[src/rtl/uart_program_loader_pkg.sv]
// Shared definitions for the UART program loader: frame constants, state
// encodings for the loader and its byte receiver, and the length check.
package uart_program_loader_pkg;

  // First byte of every program frame.
  localparam logic [7:0] SYNC_BYTE = 8'hA5;

  // Width of each frame field (SYNC, LEN, data, SUM).
  localparam int FIELD_W = 8;

  typedef enum logic [2:0] {
    IDLE,
    WAIT_SYNC,
    GET_LEN,
    GET_DATA,
    GET_SUM,
    RELEASE,
    RUN,
    ERROR
  } loader_state_t;

  typedef enum logic [1:0] {
    RX_IDLE,
    RX_START,
    RX_DATA,
    RX_STOP
  } rx_state_t;

  // A frame length is usable when it is non-zero and fits the RAM.
  function automatic logic len_in_range(input logic [FIELD_W-1:0] len,
                                        input int unsigned addr_w);
    return (len != '0) && (32'(len) <= (32'd1 << addr_w));
  endfunction

endpackage

[src/rtl/uart_program_loader_rx.sv]
// 8N1 byte receiver for the program loader: synchronises rx, finds the
// start bit, samples each bit mid-cell and flags good or bad stop bits.
// CLKS_PER_BIT must be at least 4 so the half-bit start check is meaningful.
module loader_uart_rx
  import uart_program_loader_pkg::*;
#(
  parameter int CLKS_PER_BIT = 16,
  parameter int DATA_W       = 8
) (
  input  logic              clk,
  input  logic              clr_n,
  input  logic              rx,
  output logic              byte_valid,
  output logic              frame_err,
  output logic [DATA_W-1:0] rx_data
);

  localparam int CNT_W = $clog2(CLKS_PER_BIT);
  localparam int IDX_W = $clog2(DATA_W);
  localparam logic [CNT_W-1:0] HALF_LAST = CNT_W'(CLKS_PER_BIT / 2 - 1);
  localparam logic [CNT_W-1:0] BIT_LAST  = CNT_W'(CLKS_PER_BIT - 1);
  localparam logic [IDX_W-1:0] IDX_LAST  = IDX_W'(DATA_W - 1);

  rx_state_t        state, state_next;
  logic             rx_meta, rx_sync, rx_prev;
  logic             fall;
  logic             bit_end;
  logic [CNT_W-1:0] cnt;
  logic [IDX_W-1:0] bit_idx;

  assign fall = rx_prev & ~rx_sync;

  // Two-flop synchroniser plus edge-detect flop, preset to the idle level.
  always_ff @(posedge clk or negedge clr_n) begin
    if (!clr_n) begin
      rx_meta <= 1'b1;
      rx_sync <= 1'b1;
      rx_prev <= 1'b1;
    end else begin
      rx_meta <= rx;
      rx_sync <= rx_meta;
      rx_prev <= rx_sync;
    end
  end

  // Receiver state register.
  always_ff @(posedge clk or negedge clr_n) begin
    if (!clr_n) state <= RX_IDLE;
    else        state <= state_next;
  end

  // Next state and the end-of-bit-cell strobe where rx_sync is sampled.
  always_comb begin
    state_next = state;
    bit_end    = 1'b0;
    unique case (state)
      RX_IDLE:  if (fall) state_next = RX_START;
      RX_START: if (cnt == HALF_LAST) begin
                  bit_end    = 1'b1;
                  state_next = rx_sync ? RX_IDLE : RX_DATA;
                end
      RX_DATA:  if (cnt == BIT_LAST) begin
                  bit_end = 1'b1;
                  if (bit_idx == IDX_LAST) state_next = RX_STOP;
                end
      RX_STOP:  if (cnt == BIT_LAST) begin
                  bit_end    = 1'b1;
                  state_next = RX_IDLE;
                end
      default:  state_next = RX_IDLE;
    endcase
  end

  // Baud counter, LSB-first shift register and the one-cycle result pulses.
  always_ff @(posedge clk or negedge clr_n) begin
    if (!clr_n) begin
      cnt        <= '0;
      bit_idx    <= '0;
      rx_data    <= '0;
      byte_valid <= 1'b0;
      frame_err  <= 1'b0;
    end else begin
      byte_valid <= 1'b0;
      frame_err  <= 1'b0;
      if (state == RX_IDLE || bit_end) cnt <= '0;
      else                             cnt <= cnt + 1'b1;
      if (state == RX_START && bit_end) bit_idx <= '0;
      if (state == RX_DATA && bit_end) begin
        rx_data <= {rx_sync, rx_data[DATA_W-1:1]};
        bit_idx <= bit_idx + 1'b1;
      end
      if (state == RX_STOP && bit_end) begin
        byte_valid <= rx_sync;
        frame_err  <= ~rx_sync;
      end
    end
  end

endmodule

[src/rtl/uart_program_loader.sv]
// Loads a framed program image (SYNC, LEN, data, SUM) from UART into the
// CPU RAM while holding the CPU, then clears and releases it on success.
module uart_program_loader
  import uart_program_loader_pkg::*;
#(
  parameter int CLK_FREQ = 12000000,
  parameter int BAUD     = 9600,
  parameter int ADDR_W   = 4,
  parameter int DATA_W   = 8
) (
  input  logic              clk,
  input  logic              clr_n,
  input  logic              rx,
  input  logic              prog_en,
  output logic              ram_we,
  output logic [ADDR_W-1:0] ram_addr,
  output logic [DATA_W-1:0] ram_wdata,
  output logic              cpu_hold,
  output logic              cpu_clr,
  output logic              done,
  output logic              err,
  output logic [ADDR_W:0]   byte_cnt
);

  localparam int CLKS_PER_BIT = CLK_FREQ / BAUD;
  localparam logic [ADDR_W:0] CNT_ONE = (ADDR_W + 1)'(1);

  loader_state_t     state, state_next;
  logic              byte_valid, frame_err;
  logic [DATA_W-1:0] rx_data;
  logic [DATA_W-1:0] sum;
  logic [ADDR_W:0]   len;
  logic [ADDR_W:0]   cnt_next;
  logic              set_err, clr_err, start_frame, write_data;

  loader_uart_rx #(
    .CLKS_PER_BIT (CLKS_PER_BIT),
    .DATA_W       (DATA_W)
  ) u_rx (
    .clk        (clk),
    .clr_n      (clr_n),
    .rx         (rx),
    .byte_valid (byte_valid),
    .frame_err  (frame_err),
    .rx_data    (rx_data)
  );

  assign cnt_next = byte_cnt + CNT_ONE;
  assign cpu_hold = (state != IDLE) && (state != RUN);
  assign cpu_clr  = (state == RELEASE);
  assign done     = (state == RELEASE);

  // Loader state register.
  always_ff @(posedge clk or negedge clr_n) begin
    if (!clr_n) state <= IDLE;
    else        state <= state_next;
  end

  // Frame parsing: next state plus strobes for the datapath below.
  always_comb begin
    state_next  = state;
    set_err     = 1'b0;
    clr_err     = 1'b0;
    start_frame = 1'b0;
    write_data  = 1'b0;
    unique case (state)
      IDLE: if (prog_en) state_next = WAIT_SYNC;
      WAIT_SYNC, ERROR: begin
        if (!prog_en) begin
          state_next = IDLE;
          set_err    = 1'b1;
        end else if (byte_valid && rx_data == SYNC_BYTE) begin
          state_next = GET_LEN;
          clr_err    = 1'b1;
        end
      end
      GET_LEN: begin
        if (!prog_en) begin
          state_next = IDLE;
          set_err    = 1'b1;
        end else if (frame_err) begin
          state_next = ERROR;
          set_err    = 1'b1;
        end else if (byte_valid) begin
          if (len_in_range(rx_data, ADDR_W)) begin
            state_next  = GET_DATA;
            start_frame = 1'b1;
          end else begin
            state_next = ERROR;
            set_err    = 1'b1;
          end
        end
      end
      GET_DATA: begin
        if (!prog_en) begin
          state_next = IDLE;
          set_err    = 1'b1;
        end else if (frame_err) begin
          state_next = ERROR;
          set_err    = 1'b1;
        end else if (byte_valid) begin
          write_data = 1'b1;
          if (cnt_next == len) state_next = GET_SUM;
        end
      end
      GET_SUM: begin
        if (!prog_en) begin
          state_next = IDLE;
          set_err    = 1'b1;
        end else if (frame_err) begin
          state_next = ERROR;
          set_err    = 1'b1;
        end else if (byte_valid) begin
          if (rx_data == sum) begin
            state_next = RELEASE;
          end else begin
            state_next = ERROR;
            set_err    = 1'b1;
          end
        end
      end
      RELEASE: begin
        if (!prog_en) begin
          state_next = IDLE;
          set_err    = 1'b1;
        end else begin
          state_next = RUN;
        end
      end
      RUN: if (!prog_en) state_next = IDLE;
      default: state_next = IDLE;
    endcase
  end

  // Error flag, frame counters, checksum and the registered RAM write port.
  always_ff @(posedge clk or negedge clr_n) begin
    if (!clr_n) begin
      err       <= 1'b0;
      len       <= '0;
      sum       <= '0;
      byte_cnt  <= '0;
      ram_we    <= 1'b0;
      ram_addr  <= '0;
      ram_wdata <= '0;
    end else begin
      ram_we <= 1'b0;
      if (set_err)      err <= 1'b1;
      else if (clr_err) err <= 1'b0;
      if (start_frame) begin
        len      <= rx_data[ADDR_W:0];
        sum      <= '0;
        byte_cnt <= '0;
      end
      if (write_data) begin
        ram_we    <= 1'b1;
        ram_addr  <= byte_cnt[ADDR_W-1:0];
        ram_wdata <= rx_data;
        byte_cnt  <= cnt_next;
        sum       <= sum + rx_data;
      end
    end
  end

endmodule

[config.mk]
export PLATFORM = sky130hd
export DESIGN_NAME = uart_program_loader
export DESIGN_NICKNAME = d
export VERILOG_FILES = /design/src/rtl/uart_program_loader_pkg.sv /design/src/rtl/uart_program_loader_rx.sv /design/src/rtl/uart_program_loader.sv
export SDC_FILE = /design/constraint.sdc
export NUM_CORES = 1
export LEC_CHECK = 0
export ABC_AREA = 1
export CAP_MARGIN = 20
export CORE_MARGIN = 1.5
export CORE_UTILIZATION = 51
export DETAILED_ROUTE_END_ITERATION = 16
export PLACE_DENSITY = 0.83
export SLEW_MARGIN = 25
export SYNTH_ARGS = -nofsm -noshare
export SYNTH_HDL_FRONTEND = slang
export SYNTH_SLANG_ARGS = --single-unit
export TNS_END_PERCENT = 50
[constraint.sdc]
create_clock -name clk -period 1.7 [get_ports clk]
set_input_delay 0.425 -clock clk [delete_from_list [all_inputs] [get_ports clk]]
set_output_delay 0.425 -clock clk [all_outputs]
set_load 0.1 [all_outputs]
==> results.json <==
{
  "port_buffers": 25,
  "viasPerCell": 5.43,
  "grt_pass1_vias": 2989,
  "placed_area_mm2": 0.00408,
  "cts_max_level": 3,
  "fin_nets": 500,
  "grt_first_pass_wirelength_um": 13300,
  "clkLatencyLatePin_ns": 0.35,
  "clockBufferDepth": 2,
  "synth_top_cell_area_share": 0.452,
  "ys.warnings.count": 0,
  "path_buf_inv": 1,
  "ant_nets": 0,
  "die_area_mm2": 0.00712,
  "cts.clk_slew.worst_paths_ns": 0.07,
  "fin_crit_sh": 1.02,
  "route.met2.wl_um": 4110,
  "synth_seq_cells": 64,
  "max_freq_mhz": 577,
  "synth-async-reset-ratio": 1.00,
  "failed_checks": "setup timing",
  "drt_iter0_drc": 237,
  "cp_cell_sequence": "ha_2 -> inv_1 -> nor3_1 -> nand2_1 -> a21oi_1 -> o21ai_1",
  "numCtsBuffers": 9,
  "initial_utilization": 0.529,
  "setup_viol": 4,
  "die_w_um": 84.4,
  "cts_tree": "done",
  "antenna_found_initial": 0,
  "hold_viol_final": 0,
  "synth_top_area_cell": "dfrtp_1",
  "slew_headroom": 0.787,
  "yosys-top-cells-area": "dfrtp_1, nand2_1, nand3_1",
  "postSynthAreaPerCell_um2": 7.83,
  "synthFlopType": "dfrtp_1",
  "maxSlewViolCount": 0,
  "crit_fanout": 6,
  "required_ns": 1.92,
  "rows": 29,
  "start_kind": "flop",
  "wl_met1_um": 3320,
  "min-delay-path-class": "flop to flop",
  "setup_tns_ns": -0.0372,
  "cap_violations": 0,
  "synth-seq-area-share": 0.476,
  "die_h_um": 84.4,
  "yosysUniqueCellTypes": 30,
  "path_class": "flop to flop",
  "design_area_mm2": 0.00443,
  "synth_cells": 431,
  "routed.top_layer": "met4",
  "netlist_area_mm2": 0.00338,
  "worstSetupEndpointType": "flop",
  "period_minus_slack_ns": 1.73,
  "critPathSlowestCell": "dfrtp_1",
  "grt_setup_unrepaired": "true",
  "synthToLayoutAreaGrowth_pct": 31.2,
  "skew_ns": 0.00719,
  "crit_family": "flip-flops",
  "first_pass_iters": 5,
  "detail_route.wl_per_cell_um": 14.2,
  "root_buffer": "clkbuf_8",
  "vias": 3062,
  "grt_max_degree": 29,
  "drive_above_1_share": 0.230,
  "yosysMostFrequentCell": "nand2_1",
  "core_area_mm2": 0.00639,
  "ir_drop_uv": 916,
  "synth_edf_count": 0,
  "layout_setup_ws_ns": -0.0330,
  "ys_top_cells_by_count": "nand2_1, dfrtp_1, inv_1, nor2_1, nand3_1",
  "arrival_ns": 1.95,
  "hpwl_um": 5730,
  "wl_met3_um": 425,
  "antennaDiodeCount": 0,
  "drc": 0,
  "tightest_slew_ns": 0.319,
  "powerDensity_mw_per_mm2": 946,
  "place.gp.congestion": 0.940,
  "synthesis.nets": 449,
  "drt_wl_total_um": 8020,
  "io_pins": 26,
  "track_usage": 0.237,
  "clock-sinks": 64,
  "status": "finished, violations left",
  "power_uw": 4190,
  "critPathMaxStageDelay_ns": 0.45,
  "grt_overflow_total": 0,
  "leakagePower_uw": 0.00213
}
-- path summary, 6_finish.rpt --
| check | from | to | slack, ns | cells after the start |
|---|---|---|---|---|
| max in group asynchronous | clr_n | u_rx.rx_prev | 0.69 | 3 |
| min in group asynchronous | clr_n | ram_addr[3] | 0.49 | 2 |
| worst min register to register | u_rx.rx_meta | u_rx.rx_sync | 0.36 | 0 |
| worst max register to register | u_rx.rx_data[5] | sum[7] | -0.03 | 6 |
| worst min-delay path | u_rx.rx_meta | u_rx.rx_sync | 0.36 | 0 |
| worst max-delay path | u_rx.rx_data[5] | sum[7] | -0.03 | 6 |
-- cell families after synthesis --
family | count (synthesis) | share of synthesized area
buffers and inverters | 62 | 0.0756
and+or+nand+nor | 218 | 0.273
adders and majority gates | 14 | 0.0541
AOI/OAI and AO/OA | 67 | 0.106
DFF | 64 | 0.476
xor gates and xnor gates | 6 | 0.0156
-- what timing repair did --
| item | 4_1_cts | 5_1_grt |
|---|---|---|
| pin swaps | 2 | 2 |
| hold endpoints to repair | 10 | 0 |
| setup buffers | 4 | 0 |
| setup endpoints to repair | 3 | 27 |
| gates resized for setup | 8 | 25 |
| hold buffers | 1 | 0 |
-- per-stage QoR --
stage,instances,hold WS [ns],utilization,worst slack (ns)
2_1_floorplan,431,0.129,-,-0.110
3_5_place_dp,543,0.326,0.639,-0.153
3_3_place_gp,543,0.327,0.639,-0.131
4_1_cts,564,0.359,0.678,-0.0164
6_report,564,0.357,0.693,-0.0330
5_1_grt,564,0.365,0.693,-0.107
-- state kept, by name (all words and copies together), names as in the netlist, 3 cells and up, named ones only --
name          cells
byte_cnt          5
sum               8
ram_addr          4
state             3
u_rx.cnt         11
len               5
u_rx.bit_idx      3
ram_wdata         8
u_rx.rx_data      8
-- area by class of cell --
cell class              instances  area (um^2)
clock inverters                 4         28.8
repair buffers                 51          679
fillers                       468         1960
well taps                      77         96.3
inverters                      51          191
flip-flops and latches         64         1620
clock buffers                  12          155
multi-input cells             305         1650
-- layout by cell type, fill, tap and decap left out, types with 2 or more instances in the layout --
cell type,synthesis,routed
a21oi_1,16,15
a31oi_1,3,3
buf_12,0,23
buf_4,1,23
clkbuf_8,0,11
clkdlybuf4s50_1,0,2
clkinvlp_4,0,2
dfrtp_1,61,52
dfrtp_2,0,6
dfrtp_4,0,3
dfstp_2,3,3
ha_1,13,6
ha_2,0,2
ha_4,0,5
inv_1,48,44
inv_2,3,7
nand2_1,118,112
nand2_2,3,9
nand3_1,38,37
nand3_2,2,3
nand4_1,7,7
nor2_1,40,37
nor2_2,2,2
nor2_4,0,3
nor3_1,7,5
nor3_2,0,2
o21ai_0,29,25
o21ai_1,11,14
o22ai_1,4,4
xnor2_1,3,3
xor2_1,3,3
-- per-layer routing --
metal  track usage  vias up
met5             0        -
met4        0.0645        0
met3        0.0757       21
met2         0.397       98
met1         0.299     1441
li1              -     1502
-- where the power goes --
part / total [uW] / leakage, uW / internal (uW) / switching, uW
Clock: 1210 / 0.0000890 / 611 / 601
Sequential: 1780 / 0.000826 / 1650 / 131
Combinational: 1200 / 0.00122 / 466 / 732
Note: power is estimated with default switching activity, not from simulation.
